### src/rtl/mem_ctrl.sv
// mem_ctrl: arbitrates instruction fetch and MEM-stage loads/stores onto one
// byte-wide synchronous RAM. Each request is split into byte cycles, and the
// data is assembled or split little-endian. MEM requests win over fetch.
//
// state  | meaning
// -------+------------------------------------------------------------
// IDLE   | no transfer; a new request may be granted
// IF_RD  | fetch: 4 address cycles, then one cycle for the last byte
// MEM_RD | load: N address cycles, then one cycle for the last byte
// MEM_WR | store: N write cycles; ready follows the last write
module mem_ctrl #(
    parameter int ADDR_W = 17
) (
    input  logic              clk,
    input  logic              reset,
    input  logic              if_read,
    input  logic [31:0]       if_addr,
    input  logic              if_cancel,
    output logic              if_busy,
    output logic              if_ready,
    output logic [31:0]       if_data,
    input  logic              mem_read,
    input  logic              mem_write,
    input  logic [31:0]       mem_addr,
    input  logic [1:0]        mem_len,
    input  logic [31:0]       mem_wdata,
    output logic              mem_busy,
    output logic              mem_ready,
    output logic [31:0]       mem_rdata,
    output logic              ram_rw,
    output logic [ADDR_W-1:0] ram_a,
    output logic [7:0]        ram_dout,
    input  logic [7:0]        ram_din
);

    typedef enum logic [1:0] {IDLE, IF_RD, MEM_RD, MEM_WR} state_t;

    state_t            state_q, state_d;
    logic [2:0]        cnt_q, cnt_d;
    logic [2:0]        nbytes_q, nbytes_d;
    logic [ADDR_W-1:0] addr_q, addr_d;
    logic [31:0]       wdata_q, wdata_d;
    logic [31:0]       rbuf_q, rbuf_d;
    logic [31:0]       if_data_q, if_data_d;
    logic [31:0]       mem_rdata_q, mem_rdata_d;
    logic              if_ready_q, if_ready_d;
    logic              mem_ready_q, mem_ready_d;
    logic              mem_req, if_req;
    logic [1:0]        byte_sel;

    // Len 3 is served as a full word.
    function automatic logic [2:0] len_to_n(input logic [1:0] len);
        case (len)
            2'd0:    len_to_n = 3'd1;
            2'd1:    len_to_n = 3'd2;
            default: len_to_n = 3'd4;
        endcase
    endfunction

    // A requester seeing its ready pulse this cycle is masked so the same
    // (still held) request is not granted a second time.
    assign mem_req  = (mem_read | mem_write) & ~mem_ready_q;
    assign if_req   = if_read & ~if_cancel & ~if_ready_q;
    // Byte arriving on ram_din belongs to the address issued one cycle earlier.
    assign byte_sel = 2'(cnt_q - 3'd1);

    assign if_busy   = (state_q != IDLE);
    assign mem_busy  = (state_q != IDLE);
    assign if_ready  = if_ready_q;
    assign mem_ready = mem_ready_q;
    assign if_data   = if_data_q;
    assign mem_rdata = mem_rdata_q;

    // Next-state, datapath and RAM-side outputs; RAM outputs are decoded from
    // state so an asynchronous reset forces them to 0 immediately.
    always_comb begin
        state_d     = state_q;
        cnt_d       = cnt_q;
        nbytes_d    = nbytes_q;
        addr_d      = addr_q;
        wdata_d     = wdata_q;
        rbuf_d      = rbuf_q;
        if_data_d   = if_data_q;
        mem_rdata_d = mem_rdata_q;
        if_ready_d  = 1'b0;
        mem_ready_d = 1'b0;
        ram_rw      = 1'b0;
        ram_a       = '0;
        ram_dout    = 8'd0;

        case (state_q)
            IDLE: begin
                if (mem_req) begin
                    state_d  = mem_write ? MEM_WR : MEM_RD;
                    cnt_d    = 3'd0;
                    nbytes_d = len_to_n(mem_len);
                    addr_d   = ADDR_W'(mem_addr);
                    wdata_d  = mem_wdata;
                    rbuf_d   = 32'd0;
                end else if (if_req) begin
                    state_d  = IF_RD;
                    cnt_d    = 3'd0;
                    nbytes_d = 3'd4;
                    addr_d   = ADDR_W'(if_addr);
                    rbuf_d   = 32'd0;
                end
            end

            IF_RD, MEM_RD: begin
                if (cnt_q < nbytes_q) begin
                    ram_a = addr_q + ADDR_W'(cnt_q);
                end
                if (cnt_q != 3'd0) begin
                    rbuf_d[{byte_sel, 3'b000} +: 8] = ram_din;
                end
                cnt_d = cnt_q + 3'd1;
                if (state_q == IF_RD && if_cancel) begin
                    state_d = IDLE;
                end else if (cnt_q == nbytes_q) begin
                    state_d = IDLE;
                    if (state_q == IF_RD) begin
                        if_data_d  = rbuf_d;
                        if_ready_d = 1'b1;
                    end else begin
                        mem_rdata_d = rbuf_d;
                        mem_ready_d = 1'b1;
                    end
                end
            end

            MEM_WR: begin
                ram_rw   = 1'b1;
                ram_a    = addr_q + ADDR_W'(cnt_q);
                ram_dout = wdata_q[{cnt_q[1:0], 3'b000} +: 8];
                cnt_d    = cnt_q + 3'd1;
                if (cnt_q == nbytes_q - 3'd1) begin
                    state_d     = IDLE;
                    mem_ready_d = 1'b1;
                end
            end

            default: state_d = IDLE;
        endcase
    end

    // State and datapath registers; reset drops any transfer in progress.
    always_ff @(posedge clk or posedge reset) begin
        if (reset) begin
            state_q     <= IDLE;
            cnt_q       <= 3'd0;
            nbytes_q    <= 3'd0;
            addr_q      <= '0;
            wdata_q     <= 32'd0;
            rbuf_q      <= 32'd0;
            if_data_q   <= 32'd0;
            mem_rdata_q <= 32'd0;
            if_ready_q  <= 1'b0;
            mem_ready_q <= 1'b0;
        end else begin
            state_q     <= state_d;
            cnt_q       <= cnt_d;
            nbytes_q    <= nbytes_d;
            addr_q      <= addr_d;
            wdata_q     <= wdata_d;
            rbuf_q      <= rbuf_d;
            if_data_q   <= if_data_d;
            mem_rdata_q <= mem_rdata_d;
            if_ready_q  <= if_ready_d;
            mem_ready_q <= mem_ready_d;
        end
    end

endmodule

### config.mk
export PLATFORM = sky130hd
export DESIGN_NAME = mem_ctrl
export DESIGN_NICKNAME = d
export VERILOG_FILES = /design/src/rtl/mem_ctrl.sv
export SDC_FILE = /design/constraint.sdc
export NUM_CORES = 1
export LEC_CHECK = 0
export ABC_AREA = 1
export CAP_MARGIN = 40
export CORE_UTILIZATION = 44
export CTS_CLUSTER_SIZE = 28
export DETAILED_ROUTE_END_ITERATION = 12
export HOLD_SLACK_MARGIN = 0.05
export PLACE_DENSITY = 0.73
export SETUP_SLACK_MARGIN = 0.4
export SLEW_MARGIN = 15
export SYNTH_ARGS = -nofsm -noshare
export SYNTH_HDL_FRONTEND = slang
export SYNTH_SLANG_ARGS = --single-unit
### constraint.sdc
create_clock -name clk -period 4.6 [get_ports clk]
set_input_delay 0.69 -clock clk [delete_from_list [all_inputs] [get_ports clk]]
set_output_delay 0.69 -clock clk [all_outputs]
set_load 0.01 [all_outputs]
==> results.toml <==
[grt]
grt_overflow = 0
grt_pass1_wl_microns = 33200
antenna_found_initial = 0
grt_max_degree = 83
grt_usage_pct = 23.6
first_global_vias = 6483

[die]
die_x_microns = 134
ios = 206
dieArea_sq_um = 18100
rows = 48
core_sq_um = 17200
die_y_microns = 134
start_util_pct = 44.8

[outcome]
status = "completed"

[setup_path]
path_cells = "buf_4 -> clkinv_1 -> buf_16 -> ha_1 -> inv_1 -> nand3_1 -> nand3_1 -> nand2_1 -> nand2_1 -> nor2_1 -> and2_1 -> clkdlybuf4s50_1"
endpoint_kind = "output pin"
start_kind = "register"
reg2reg_depth = 9
reg2reg_to = "mem_rdata[19]$_DFFE_PP0P_"
ff2ff_setup_slack_ns = 1.74
worst-path-max-fanout = 26
cp_data_required_time_ns = 3.91
reg2reg_from = "cnt_q[0]$_DFFE_PP0P_"
criticalPathCategory = "register to output pin"
slowest_stage = "clkdlybuf4s50_1"
max_stage_delay_ns = 0.47
cp.arrival_ns = 3.04

[flow_run]
maxCapViolCount = 0

[power]
power_frac_clock_pct = 21.0
vdd_ir_drop_max_v = 0.000398
seqPwrFrac_pct = 32.4
intPower_mw = 3.91
combinationalPowerShare_pct = 46.6
power.leakage_nw = 4.91
switching_share_pct = 41.8
switchingPower_mw = 2.82
powerDensity_nw_per_um2 = 656

[timing]
slew_violations = 0
holdWs_ns = 0.469
rsz0062_at_grt = "false"
clock_skew_ns = 0.00721
tns_ns = 0
tightest_slew_ns = 0.763
max_slew_margin_pct = 49.1
fmax_mhz = 268
min_period_ns = 3.73
hold_viol = 0
setup_violations = 0
period_share_pct = 81.0

[drt]
first_pass_iters = 6
drc = 0
vias = 6962
wl_per_cell_microns = 14.4
routed_wl_microns = 20300
ant_nets = 0
drtIter0Drc = 558
avgViaCountPerCell = 4.94

[cts]
numCtsBuffers = 17
clk_latency_ns = 0.43
htreeDepth = 4
cts_resized = 0
clockRootBuffer = "clkbuf_16"
clock_path_buffers = 2
clk_pin_slew_ns = 0.06
cts_hold_buf = 0
tritoncts = "built"
postCtsSetupBuffers = 0
cts_sinks = 155

[layout]
final_area_sq_um = 10300
area_delta_synth_final_pct = 33.0
instances_no_fill = 1409
drive_above_1_share_pct = 5.32
layout.nets = 1301
diodes = 0

[synthesis]
synth_nets = 1142
syn_area_sq_um = 7710
ys_ff_latch = 155
syn_inst = 1012
seq_area_frac_synth_pct = 50.3
avgSynthCellArea_sq_um = 7.62
yosys_warnings = 0
synth_cell_types = 33

[worst_hold_path]
hp-start = "wdata_q[31]$_DFFE_PP0P_"
min_path_type = "register to register"
hold_path_end = "wdata_q[31]$_DFFE_PP0P_"
hold_depth = 2

[place]
dpl_cell_area_sq_um = 9670
gp_congestion = 0.819
hpwl_microns = 13700
dp.cells = 1377
numPortBuffers = 175
routing by layer:
| layer | vias to the layer above | GRT usage [%] | share of wire [%] |
|---|---|---|---|
| met1 | 3231 | 33.6 | 48 |
| met5 | - | 0 | 0 |
| met3 | 23 | 4.27 | 5.6 |
| met4 | 0 | 7.30 | 1.4 |
| li1 | 3529 | - | - |
| met2 | 179 | 36.6 | 46 |
sequential cells by signal, indices dropped and copies added, names as in the netlist:
name	count
addr_q	17
cnt_q	3
if_data	32
if_ready	1
mem_rdata	32
mem_ready	1
nbytes_q	3
rbuf_q	32
state_q	2
wdata_q	32
critical path, delay by kind of cell (launching register included):
family	cells	cell delay, ns
adders and majority gates	1	0.20
buffers and inverters	5	1.30
DFF	1	0.34
and+or+nand+nor	6	0.75
kinds of logic (layout without fill, tap and decap cells):
group	count (synthesis)	after routing	synth area share, %
XOR/XNOR	2	2	0.227
flip-flops	155	155	50.3
AND/OR/NAND/NOR	551	551	28.7
AO/OA/AOI/OAI	153	153	10.8
adder cells (fa/ha/maj)	18	18	3.02
buffers and inverters	133	305	7.02
placed cells by master, fill, tap and decap left out, drive strengths merged, types with 2 or more instances in the layout:
cell type / instances
o211ai: 17
a21oi: 19
clkbuf: 18
nand2: 410
dfrtp: 155
inv: 87
buf: 13
ha: 17
o21ai: 113
bufinv: 2
o22ai: 2
nand4: 2
nor3: 5
clkinv: 6
nor2: 64
nand3: 67
clkinvlp: 4
clkdlybuf4s50: 175
cell usage after synthesis:
| library cell | count | share of area [%] |
|---|---|---|
| clkinv_1 | 1 | 0.049 |
| a21oi_1 | 17 | 1.1 |
| o21ai_0 | 93 | 6.0 |
| fa_1 | 1 | 0.26 |
| buf_1 | 2 | 0.097 |
| nand3_1 | 65 | 4.2 |
| dfrtp_1 | 155 | 50 |
| nand4_1 | 2 | 0.16 |
| o21bai_2 | 1 | 0.15 |
| o21ai_1 | 20 | 1.3 |
| nand2_2 | 3 | 0.24 |
| o211ai_1 | 17 | 1.7 |
| nor3b_1 | 1 | 0.097 |
| ha_1 | 17 | 2.8 |
| nor2_2 | 2 | 0.16 |
| xnor2_1 | 1 | 0.11 |
| xor2_1 | 1 | 0.11 |
| a21boi_2 | 1 | 0.15 |
| nand2_1 | 407 | 20 |
| nor3_1 | 4 | 0.26 |
| clkbuf_1 | 22 | 1.1 |
| nor4_1 | 1 | 0.081 |
| inv_1 | 79 | 3.8 |
| nor2_1 | 61 | 3.0 |
| a21oi_2 | 2 | 0.23 |
| nor3_4 | 1 | 0.21 |
| nor2_4 | 1 | 0.15 |
| nand3_2 | 2 | 0.26 |
| buf_4 | 5 | 0.49 |
| buf_2 | 19 | 1.2 |
| and2_1 | 1 | 0.081 |
| o22ai_1 | 2 | 0.16 |
| inv_2 | 5 | 0.24 |
power groups by stage:
stage                     clock [mW]  sequential, mW  combinational, mW
final                           1.41            2.18               3.14
after detailed placement           0            2.19               3.15
after global placement             0            2.18               3.07
after CTS                       1.43            2.17               3.17
after floorplan                    0            2.23               1.87
after global routing            1.50            2.24               3.52
area by class of cell:
type | count | area (sq um)
fillers | 1551 | 6970
flip-flops and latches | 155 | 3880
multi-input cells | 724 | 3290
repair buffers | 188 | 1890
clock buffers | 18 | 429
inverters | 85 | 323
well taps | 225 | 282
clock inverters | 14 | 163
metrics by stage:
| stage | setup WS (ns) | power, mW | util, % |
|---|---|---|---|
| after floorplan | 1.95 | 4.11 | - |
| after global placement | 0.773 | 5.25 | 55.8 |
| after detailed placement | 1.32 | 5.34 | 56.1 |
| after CTS | 0.849 | 6.78 | 59.5 |
| after global routing | 0.608 | 7.26 | 59.5 |
| final | 0.873 | 6.73 | 59.5 |
worst max path at each step:
stage                               from               endpoint  cells after the start
floorplan                          reset  addr_q[0]$_DFFE_PP0P_                      1
global placement    cnt_q[0]$_DFFE_PP0P_              ram_a[10]                     11
detailed placement  cnt_q[0]$_DFFE_PP0P_              ram_a[10]                     12
CTS                 cnt_q[0]$_DFFE_PP0P_              ram_a[10]                     12
global route        cnt_q[0]$_DFFE_PP0P_              ram_a[16]                     10
finish              cnt_q[0]$_DFFE_PP0P_              ram_a[10]                     12
Note: power is estimated with default switching activity, not from simulation.
